--- src/rtl/ptcalc_mul_pipe_if.sv ---
// rtl/ptcalc_mul_pipe_if.sv - handshake bundle for the pT pipelined multiplier
// Ports (signals):
//   in_valid/in_ready   input-side handshake
//   din0 [A_WIDTH], din1 [B_WIDTH]   operands
//   out_valid/out_ready output-side handshake
//   dout [P_WIDTH], ovf  scaled product and overflow sideband
// Modports: master = producer/consumer side, slave = multiplier side.
interface ptcalc_mul_pipe_if #(
  parameter int A_WIDTH = 22,
  parameter int B_WIDTH = 7,
  parameter int P_WIDTH = 29
);
  logic               in_valid;
  logic               in_ready;
  logic [A_WIDTH-1:0] din0;
  logic [B_WIDTH-1:0] din1;
  logic               out_valid;
  logic               out_ready;
  logic [P_WIDTH-1:0] dout;
  logic               ovf;

  modport master (
    output in_valid, din0, din1, out_ready,
    input  in_ready, out_valid, dout, ovf
  );

  modport slave (
    input  in_valid, din0, din1, out_ready,
    output in_ready, out_valid, dout, ovf
  );
endinterface

--- src/rtl/ptcalc_mul_pipe.sv ---
// rtl/ptcalc_mul_pipe.sv - pipelined signed/unsigned multiplier with scale, round and saturate
// Ports:
//   clk    rising-edge clock
//   reset  synchronous active-high reset, overrides ce
//   ce     clock enable; low freezes every register
//   bus    ptcalc_mul_pipe_if.slave: in_valid/in_ready/din0/din1 in,
//          out_valid/out_ready/dout/ovf out
module ptcalc_mul_pipe #(
  parameter int A_WIDTH  = 22,
  parameter int B_WIDTH  = 7,
  parameter int A_SIGNED = 1,
  parameter int B_SIGNED = 0,
  parameter int P_WIDTH  = 29,
  parameter int SHIFT    = 0,
  parameter int ROUND    = 0,
  parameter int SATURATE = 0,
  parameter int STAGES   = 3
) (
  input  logic clk,
  input  logic reset,
  input  logic ce,
  ptcalc_mul_pipe_if.slave bus
);

  // Full exact product width after one-bit extension of each operand.
  localparam int PF = A_WIDTH + B_WIDTH + 1;
  localparam bit RES_SIGNED = (A_SIGNED != 0) || (B_SIGNED != 0);

  // Scaling works one bit wider than PF so the rounding add cannot wrap
  // (unsigned x unsigned products come close to the top of PF).
  localparam logic [PF:0] ONE = {{PF{1'b0}}, 1'b1};
  localparam logic signed [PF:0] RND_ADD =
    ((ROUND != 0) && (SHIFT > 0)) ? ((ONE << SHIFT) >> 1) : '0;
  localparam logic signed [PF:0] HI =
    RES_SIGNED ? ((ONE << (P_WIDTH - 1)) - ONE) : ((ONE << P_WIDTH) - ONE);
  localparam logic signed [PF:0] LO =
    RES_SIGNED ? -(ONE << (P_WIDTH - 1)) : '0;

  logic [A_WIDTH:0]      a_ext;
  logic [B_WIDTH:0]      b_ext;
  logic signed [PF-1:0]  a_pf;
  logic signed [PF-1:0]  b_pf;
  logic signed [PF-1:0]  prod_in;
  logic signed [PF-1:0]  final_p;
  logic signed [PF:0]    rs;
  logic signed [PF:0]    s;
  logic [P_WIDTH-1:0]    dout_d;
  logic                  ovf_d;
  logic [STAGES-1:0]     v_q;
  logic [P_WIDTH-1:0]    dout_q;
  logic                  ovf_q;
  logic                  advance;

  assign advance      = ce & (~v_q[STAGES-1] | bus.out_ready);
  assign bus.in_ready = advance;

  // Operand extension: sign bit replicated for two's complement, zero otherwise.
  assign a_ext = (A_SIGNED != 0) ? {bus.din0[A_WIDTH-1], bus.din0} : {1'b0, bus.din0};
  assign b_ext = (B_SIGNED != 0) ? {bus.din1[B_WIDTH-1], bus.din1} : {1'b0, bus.din1};
  assign a_pf  = {{(PF - A_WIDTH - 1){a_ext[A_WIDTH]}}, a_ext};
  assign b_pf  = {{(PF - B_WIDTH - 1){b_ext[B_WIDTH]}}, b_ext};
  assign prod_in = a_pf * b_pf;

  // Multiply happens ahead of stage 1; the product then rides the data
  // stages and scale/saturate sits in front of the output register.
  generate
    if (STAGES > 1) begin : g_pipe
      logic signed [PF-1:0] pr_q [STAGES-1];

      always_ff @(posedge clk) begin
        if (reset) begin
          for (int i = 0; i < STAGES - 1; i++) pr_q[i] <= '0;
        end else if (advance) begin
          pr_q[0] <= prod_in;
          for (int i = 1; i < STAGES - 1; i++) pr_q[i] <= pr_q[i-1];
        end
      end

      assign final_p = pr_q[STAGES-2];
    end else begin : g_direct
      assign final_p = prod_in;
    end
  endgenerate

  // Round half up, then arithmetic shift.
  assign rs = {final_p[PF-1], final_p} + RND_ADD;
  assign s  = rs >>> SHIFT;

  always_comb begin
    ovf_d  = (s > HI) || (s < LO);
    dout_d = s[P_WIDTH-1:0];
    if (SATURATE != 0) begin
      if (s > HI) dout_d = HI[P_WIDTH-1:0];
      else if (s < LO) dout_d = LO[P_WIDTH-1:0];
    end
  end

  always_ff @(posedge clk) begin
    if (reset) begin
      v_q    <= '0;
      dout_q <= '0;
      ovf_q  <= 1'b0;
    end else if (advance) begin
      v_q[0] <= bus.in_valid;
      for (int i = 1; i < STAGES; i++) v_q[i] <= v_q[i-1];
      dout_q <= dout_d;
      ovf_q  <= ovf_d;
    end
  end

  assign bus.out_valid = v_q[STAGES-1];
  assign bus.dout      = dout_q;
  assign bus.ovf       = ovf_q;

endmodule

--- src/flat_wrapper.sv ---
// flat-port wrapper written by rule: the top's interface ports become plain ports
module ptcalc_mul_pipe_flat 
#(
  parameter int A_WIDTH  = 22,
  parameter int B_WIDTH  = 7,
  parameter int A_SIGNED = 1,
  parameter int B_SIGNED = 0,
  parameter int P_WIDTH  = 29,
  parameter int SHIFT    = 0,
  parameter int ROUND    = 0,
  parameter int SATURATE = 0,
  parameter int STAGES   = 3
)
  (clk, reset, ce, bus_in_valid, bus_din0, bus_din1, bus_out_ready, bus_in_ready, bus_out_valid, bus_dout, bus_ovf);
  ptcalc_mul_pipe_if #(.A_WIDTH(A_WIDTH), .B_WIDTH(B_WIDTH), .P_WIDTH(P_WIDTH)) bus_i ();
  input  logic clk;
  input  logic reset;
  input  logic ce;
  input wire logic [$bits(bus_i.in_valid)-1:0] bus_in_valid;
  input wire logic [$bits(bus_i.din0)-1:0] bus_din0;
  input wire logic [$bits(bus_i.din1)-1:0] bus_din1;
  input wire logic [$bits(bus_i.out_ready)-1:0] bus_out_ready;
  output wire logic [$bits(bus_i.in_ready)-1:0] bus_in_ready;
  output wire logic [$bits(bus_i.out_valid)-1:0] bus_out_valid;
  output wire logic [$bits(bus_i.dout)-1:0] bus_dout;
  output wire logic [$bits(bus_i.ovf)-1:0] bus_ovf;
  assign bus_i.in_valid = bus_in_valid;
  assign bus_i.din0 = bus_din0;
  assign bus_i.din1 = bus_din1;
  assign bus_i.out_ready = bus_out_ready;
  assign bus_in_ready = bus_i.in_ready;
  assign bus_out_valid = bus_i.out_valid;
  assign bus_dout = bus_i.dout;
  assign bus_ovf = bus_i.ovf;
  ptcalc_mul_pipe #(.A_WIDTH(A_WIDTH), .B_WIDTH(B_WIDTH), .A_SIGNED(A_SIGNED), .B_SIGNED(B_SIGNED), .P_WIDTH(P_WIDTH), .SHIFT(SHIFT), .ROUND(ROUND), .SATURATE(SATURATE), .STAGES(STAGES)) u_core (.clk(clk), .reset(reset), .ce(ce), .bus(bus_i));
endmodule
--- config.mk ---
export PLATFORM = sky130hd
export DESIGN_NAME = ptcalc_mul_pipe_flat
export DESIGN_NICKNAME = d
export VERILOG_FILES = /design/src/rtl/ptcalc_mul_pipe_if.sv /design/src/rtl/ptcalc_mul_pipe.sv /design/src/flat_wrapper.sv
export SDC_FILE = /design/constraint.sdc
export NUM_CORES = 1
export LEC_CHECK = 0
export BUFFER_PORTS_ARGS = -buffer_cell sky130_fd_sc_hd__buf_2
export CAP_MARGIN = 10
export CORE_MARGIN = 2
export CORE_UTILIZATION = 45
export CTS_BUF_LIST = sky130_fd_sc_hd__clkbuf_8
export DETAILED_ROUTE_END_ITERATION = 10
export PLACE_DENSITY_LB_ADDON = 0.1
export SLEW_MARGIN = 20
export SYNTH_ARGS = -nofsm -noshare
export SYNTH_HDL_FRONTEND = slang
export SYNTH_SLANG_ARGS = --single-unit
export TNS_END_PERCENT = 50
--- constraint.sdc ---
create_clock -name clk -period 9.2 [get_ports clk]
set_input_delay 0.92 -clock clk [delete_from_list [all_inputs] [get_ports clk]]
set_output_delay 0.92 -clock clk [all_outputs]
set_load 0.1 [all_outputs]
After elaboration in Yosys (flattened, before gate mapping)
Memory sizes are Yosys's and may differ from the RTL's.
Index checks and enable logic that the tools add are counted.
- register bits after elaboration: 33
- latch bits: 0
- bits in writable memories: 60
- ROM bits: 0
- bits of input ports: 34
- output and inout port bits: 32
- logic and storage cells: 20
- memories: 1
- add/subtract/negate cells: 0
- $mul: 1
- divide/modulo/power cells: 0
- magnitude comparators: 2
- equality and inequality tests: 0
- shift operators: 0
- muxes and demuxes: 7
- bitwise logic cells: 5
- reductions and logical operators: 1
- memory list (name ; words ; bits a word ; read ports ; clocked after memory_dff ; wr ports ; line ; text):
    u_core.g_pipe.pr_q ; 2 ; 30 ; 2 ; 0 ; 2 ; ptcalc_mul_pipe.sv:68 ; logic signed [PF-1:0] pr_q [STAGES-1];
- operators by type and width (kind ; number):
    2-to-1 mux 30 bit ; 2
    > comparator 30 x 29 -> 1 bit (second input constant) ; 1
    < comparator 30 x 29 -> 1 bit (second input constant) ; 1
    multiplier 22 x 8 -> 30 bit ; 1
    2-to-1 mux 1 bit ; 5
    bitwise OR 1 bit ; 3
    bitwise AND 1 bit ; 1
    logical OR 1 bit ; 1
    NOT 1 bit ; 1

Logic depth before layout (Yosys ltp)
- word-level depth: 7
- gate-level depth with buffers: 18
- depth with buffers taken out: 17

Least setup slack after synthesis
No wires, ideal clock.
- kind: input port to flip-flop
- start point: input port bus_din1[4]
- end point: memory u_core.g_pipe.pr_q[0][29] in the netlist's numbering, data pin
- setup time: 0.270 ns
- data arrival time: 5.148 ns
- data required time: 8.930 ns
- path slack: 3.782 ns
- cell stages on the path: 17
- path buffers: 1
- cell sequence: clkbuf_1 nand2_1 fa_1 inv_1 fa_1 fa_1 inv_1 fa_1 inv_1 ha_1 nand2_2 or3_1 a211o_1 a31o_1 a211oi_1 or3_1 a21oi_1
- RTL lines (what ; line ; text):
    start: declaration ; flat_wrapper.sv:21 ; input wire logic [$bits(bus_i.din1)-1:0] bus_din1;
    end: declaration ; ptcalc_mul_pipe.sv:68 ;

==> results.md <==
Outcome
* finished, final reports clean — status

Setup path
* primary input — Startpoint Class
* u_core.g_pipe.pr_q[0][25] — endpoint of the worst-slack reg-to-reg timing path
* buf_2 > nand2_1 > fa_1 > fa_1 > inv_1 > fa_1 > inv_1 > fa_1 > inv_1 > ha_1 > o211ai_1 > o21ai_0 > o2111ai_1 > a21oi_1 > a211oi_1 > o21ai_0 > mux2i_1 — cells traversed along the worst timing path
* 7 — depth of the worst register-to-register path
* register — Setup crit end kind
* fa_1 — most frequent cell on the critical path
* 22 — maximum fanout count along the critical path
* fa_1 — slowest cell on the critical path
* in -> reg — worst setup path class
* 5.61 ns — critical path arrival
* u_core.v_q[2] — worst flop-to-flop path startpoint
* 0.53 ns — Crit path largest cell delay
* 5.93 ns — flop-to-flop setup slack
* 9.30 ns — required time of the worst setup path

Synth
* 0 — number of warning messages in the yosys log
* fa_1 — dominant cell type by area after synthesis
* 27.5% — sequential cell area fraction in the yosys report
* 9.48 um2 — Post-Synthesis Mean Instance Area
* edfxtp_1 — primary flip-flop cell chosen by synthesis mapping
* 41 — number of library cell types mapped by synthesis
* 60 — number of enable-type register cells in the synthesized netlist
* 1156 — post-synthesis net count
* 25.9% — post-synth top area share
* 8960 um2 — netlist area before placement
* 93 — total of flip-flops plus latches after synthesis
* fa_1, edfxtp_1, and2_1, ha_1, dfxtp_1 — top cells by area in the synthesized netlist
* 945 — Gate Count Post-Synth
* 0% — share of flip-flops with an asynchronous set or reset

Die
* 145 um — height of the die
* 145 um — Horiz. Die Dim
* 45.9% — Initial Utilization
* 66 — I/O pin count
* 51 — number of placement rows
* 19500 um2 — Floorplan Core Area
* 21000 um2 — DIE AREA

Power
* 4.63 nW — leakage component of the power
* 80.4 uV — VDD IR max
* 0.00224 W — Total Power Consumption
* 231 nW/um2 — power per unit of standard cell area

Min path
* reg -> reg — Hold Path Class
* u_core.bus.dout[22] — Worst Hold End
* 2 — cell count of the worst hold path
* u_core.bus.dout[22] — worst hold path startpoint

GRT
* 0 — aggregate global routing overflow
* 46 — pin count of the biggest net entering global routing
* 17.5% — overall global routing resource usage
* 6217 — number of global-route vias before repair
* 0 — antenna violations before repair
* 30.5 mm — global-route wire length before repair

Final layout
* 8.13% — area overhead of the layout relative to synthesis
* 1261 — Layout Cells excl Fill
* 1202 — # nets final
* 8.94% — share of cells above drive strength 1
* 0 — n_diodes
* 1902 — fill cell instance count of the final layout

Placement
* 13.5 mm — Final HPWL DP
* 1245 — placed insts
* 0.790 — final weighted congestion in routability-driven placement
* 3.32 ns — DP Worst Slack
* 65 — Port Buffer Count

Routing
* 17.3 mm — post-detailed-routing wire length
* 4 — detailed-router iteration count before antenna repair
* 4.73 — Avg Vias per Cell
* 213 — Detailed Route Iter0 Violations
* 0 — residual antenna-violating net count after detailed routing
* 0 — drc violations
* 13.7 um — WL per Instance
* 5964 — vias post-DR

Timing
* 0.00680 ns — final setup skew
* 0 — Final setup viols
* 0 ns — Post-Route Setup TNS
* 37.7% — Max-slew headroom
* 59.8% — share of the clock period used by the worst path
* 0 — Max Transition Viols Final
* 0.928 ns — actual transition at the worst max-transition pin
* 0.452 ns — Fin Hold WS
* 182 MHz — achievable clock frequency
* 0 — number of hold violations in the final report
* false — RSZ-0062 raised after global routing
* 3.70 ns — slack of the critical path
* 5.50 ns — final period demand of the worst path

Clock tree
* clkbuf_8 — clk root buf
* 0.35 ns — clk_lat worst skew
* 0 — hold buffer count at cts
* 0 — post-cts gate resize count
* 2 — maximum buffer depth of the clock tree
* 93 — clk sinks
* 0.08 ns — CTS clk-pin slew, worst paths
* 3 — H-tree depth
* 0 — number of buffers added for setup after CTS
* 9 — number of clock buffers inserted by TritonCTS
* done — TritonCTS clock tree

Job
* 0 — max capacitance violation total

cells in the mapped netlist, types with 2 or more instances:
cell type,count
inv_1,161
and2_1,157
nand2_1,118
fa_1,116
a21oi_1,63
ha_1,61
edfxtp_1,60
dfxtp_1,33
clkbuf_1,31
nor2_1,28
o21ai_0,16
a21o_1,15
xnor2_1,13
xor2_1,9
nand3_1,7
or3_1,6
a211oi_1,5
a31oi_1,5
nand4_1,5
o21a_1,4
o21bai_1,3
a211o_1,2
and3_1,2
buf_6,2
mux2i_1,2
nand2b_1,2
nor3_1,2
o2111ai_1,2
o211ai_1,2
or2_2,2
where the power goes:
| group | total, W | switching [W] | internal, W |
|---|---|---|---|
| Sequential | 0.000555 | 0.0000168 | 0.000538 |
| Clock | 0.000253 | 0.000131 | 0.000122 |
| Combinational | 0.00143 | 0.000871 | 0.000557 |
state kept, by name, indices dropped and copies added (netlist names):
name                flops
u_core.g_pipe.pr_q     60
u_core.bus.dout        29
u_core.v_q              3
u_core.bus.ovf          1
final cells by class:
cell class	instances	area, um2	share of cell area, %
multi-input cells	657	5750	59.4
flip-flops and latches	93	2460	25.4
inverters	162	608	6.28
repair buffers	68	348	3.59
well taps	265	332	3.42
clock buffers	9	124	1.28
clock inverters	7	57.6	0.594
stage by stage:
stage | utilization (%) | cell area, um2
CTS | 49.6 | 9680
detailed placement | 48.7 | 9500
finish | 49.6 | 9680
floorplan | - | 8960
global route | 49.6 | 9680
global placement | 48.7 | 9500
cells in the final DEF, fill, tap and decap left out, types with 3 or more instances in the layout:
master      n
a211oi_1    5
a21o_1     15
a21oi_1    63
a31oi_1     5
and2_1    157
buf_2      65
buf_4       3
clkbuf_8    9
dfxtp_1    33
edfxtp_1   60
fa_1      116
ha_1       61
inv_1     163
nand2_1   118
nand3_1     7
nand4_1     5
nor2_1     28
o21a_1      4
o21ai_0    16
o21bai_1    3
or3_1       6
xnor2_1    13
xor2_1      9
worst max-delay path by stage:
stage | startpoint | endpoint | slack (ns) | cells after the start
final | bus_din1[4] | u_core.g_pipe.pr_q[0][28] | 3.70 | 17
after global routing | bus_din1[4] | u_core.g_pipe.pr_q[0][28] | 3.32 | 17
after CTS | bus_din1[4] | u_core.g_pipe.pr_q[0][27] | 3.71 | 17
after detailed placement | bus_din1[4] | u_core.g_pipe.pr_q[0][27] | 3.32 | 17
after global placement | bus_din1[4] | u_core.g_pipe.pr_q[0][27] | 3.38 | 17
after floorplan | bus_din1[4] | u_core.g_pipe.pr_q[0][29] | 3.78 | 17
cells by family after synthesis:
logic type / share of synthesized area [%]
buf+inv: 8.34
flops: 27.5
simple gates: 18.9
xor+xnor: 2.15
compound gates: 8.41
mux: 0.224
fa+ha+maj: 34.5
metal layers:
metal,wire length (um),GRT usage (%),vias up
li1,-,-,3051
met1,9370,27.1,2798
met2,7160,26.1,104
met3,573,2.01,11
met4,181,4.51,0
met5,0,0,-
worst max-delay path: cells and delay by family:
kind / cells / cell delay (ns)
adder cells (fa/ha/maj): 5 / 2.44
AO/OA/AOI/OAI: 6 / 1.50
buffers and inverters: 4 / 0.48
AND/OR/NAND/NOR: 1 / 0.14
multiplexers: 1 / 0.10
No activity file was read; power rests on OpenSTA's default activity.
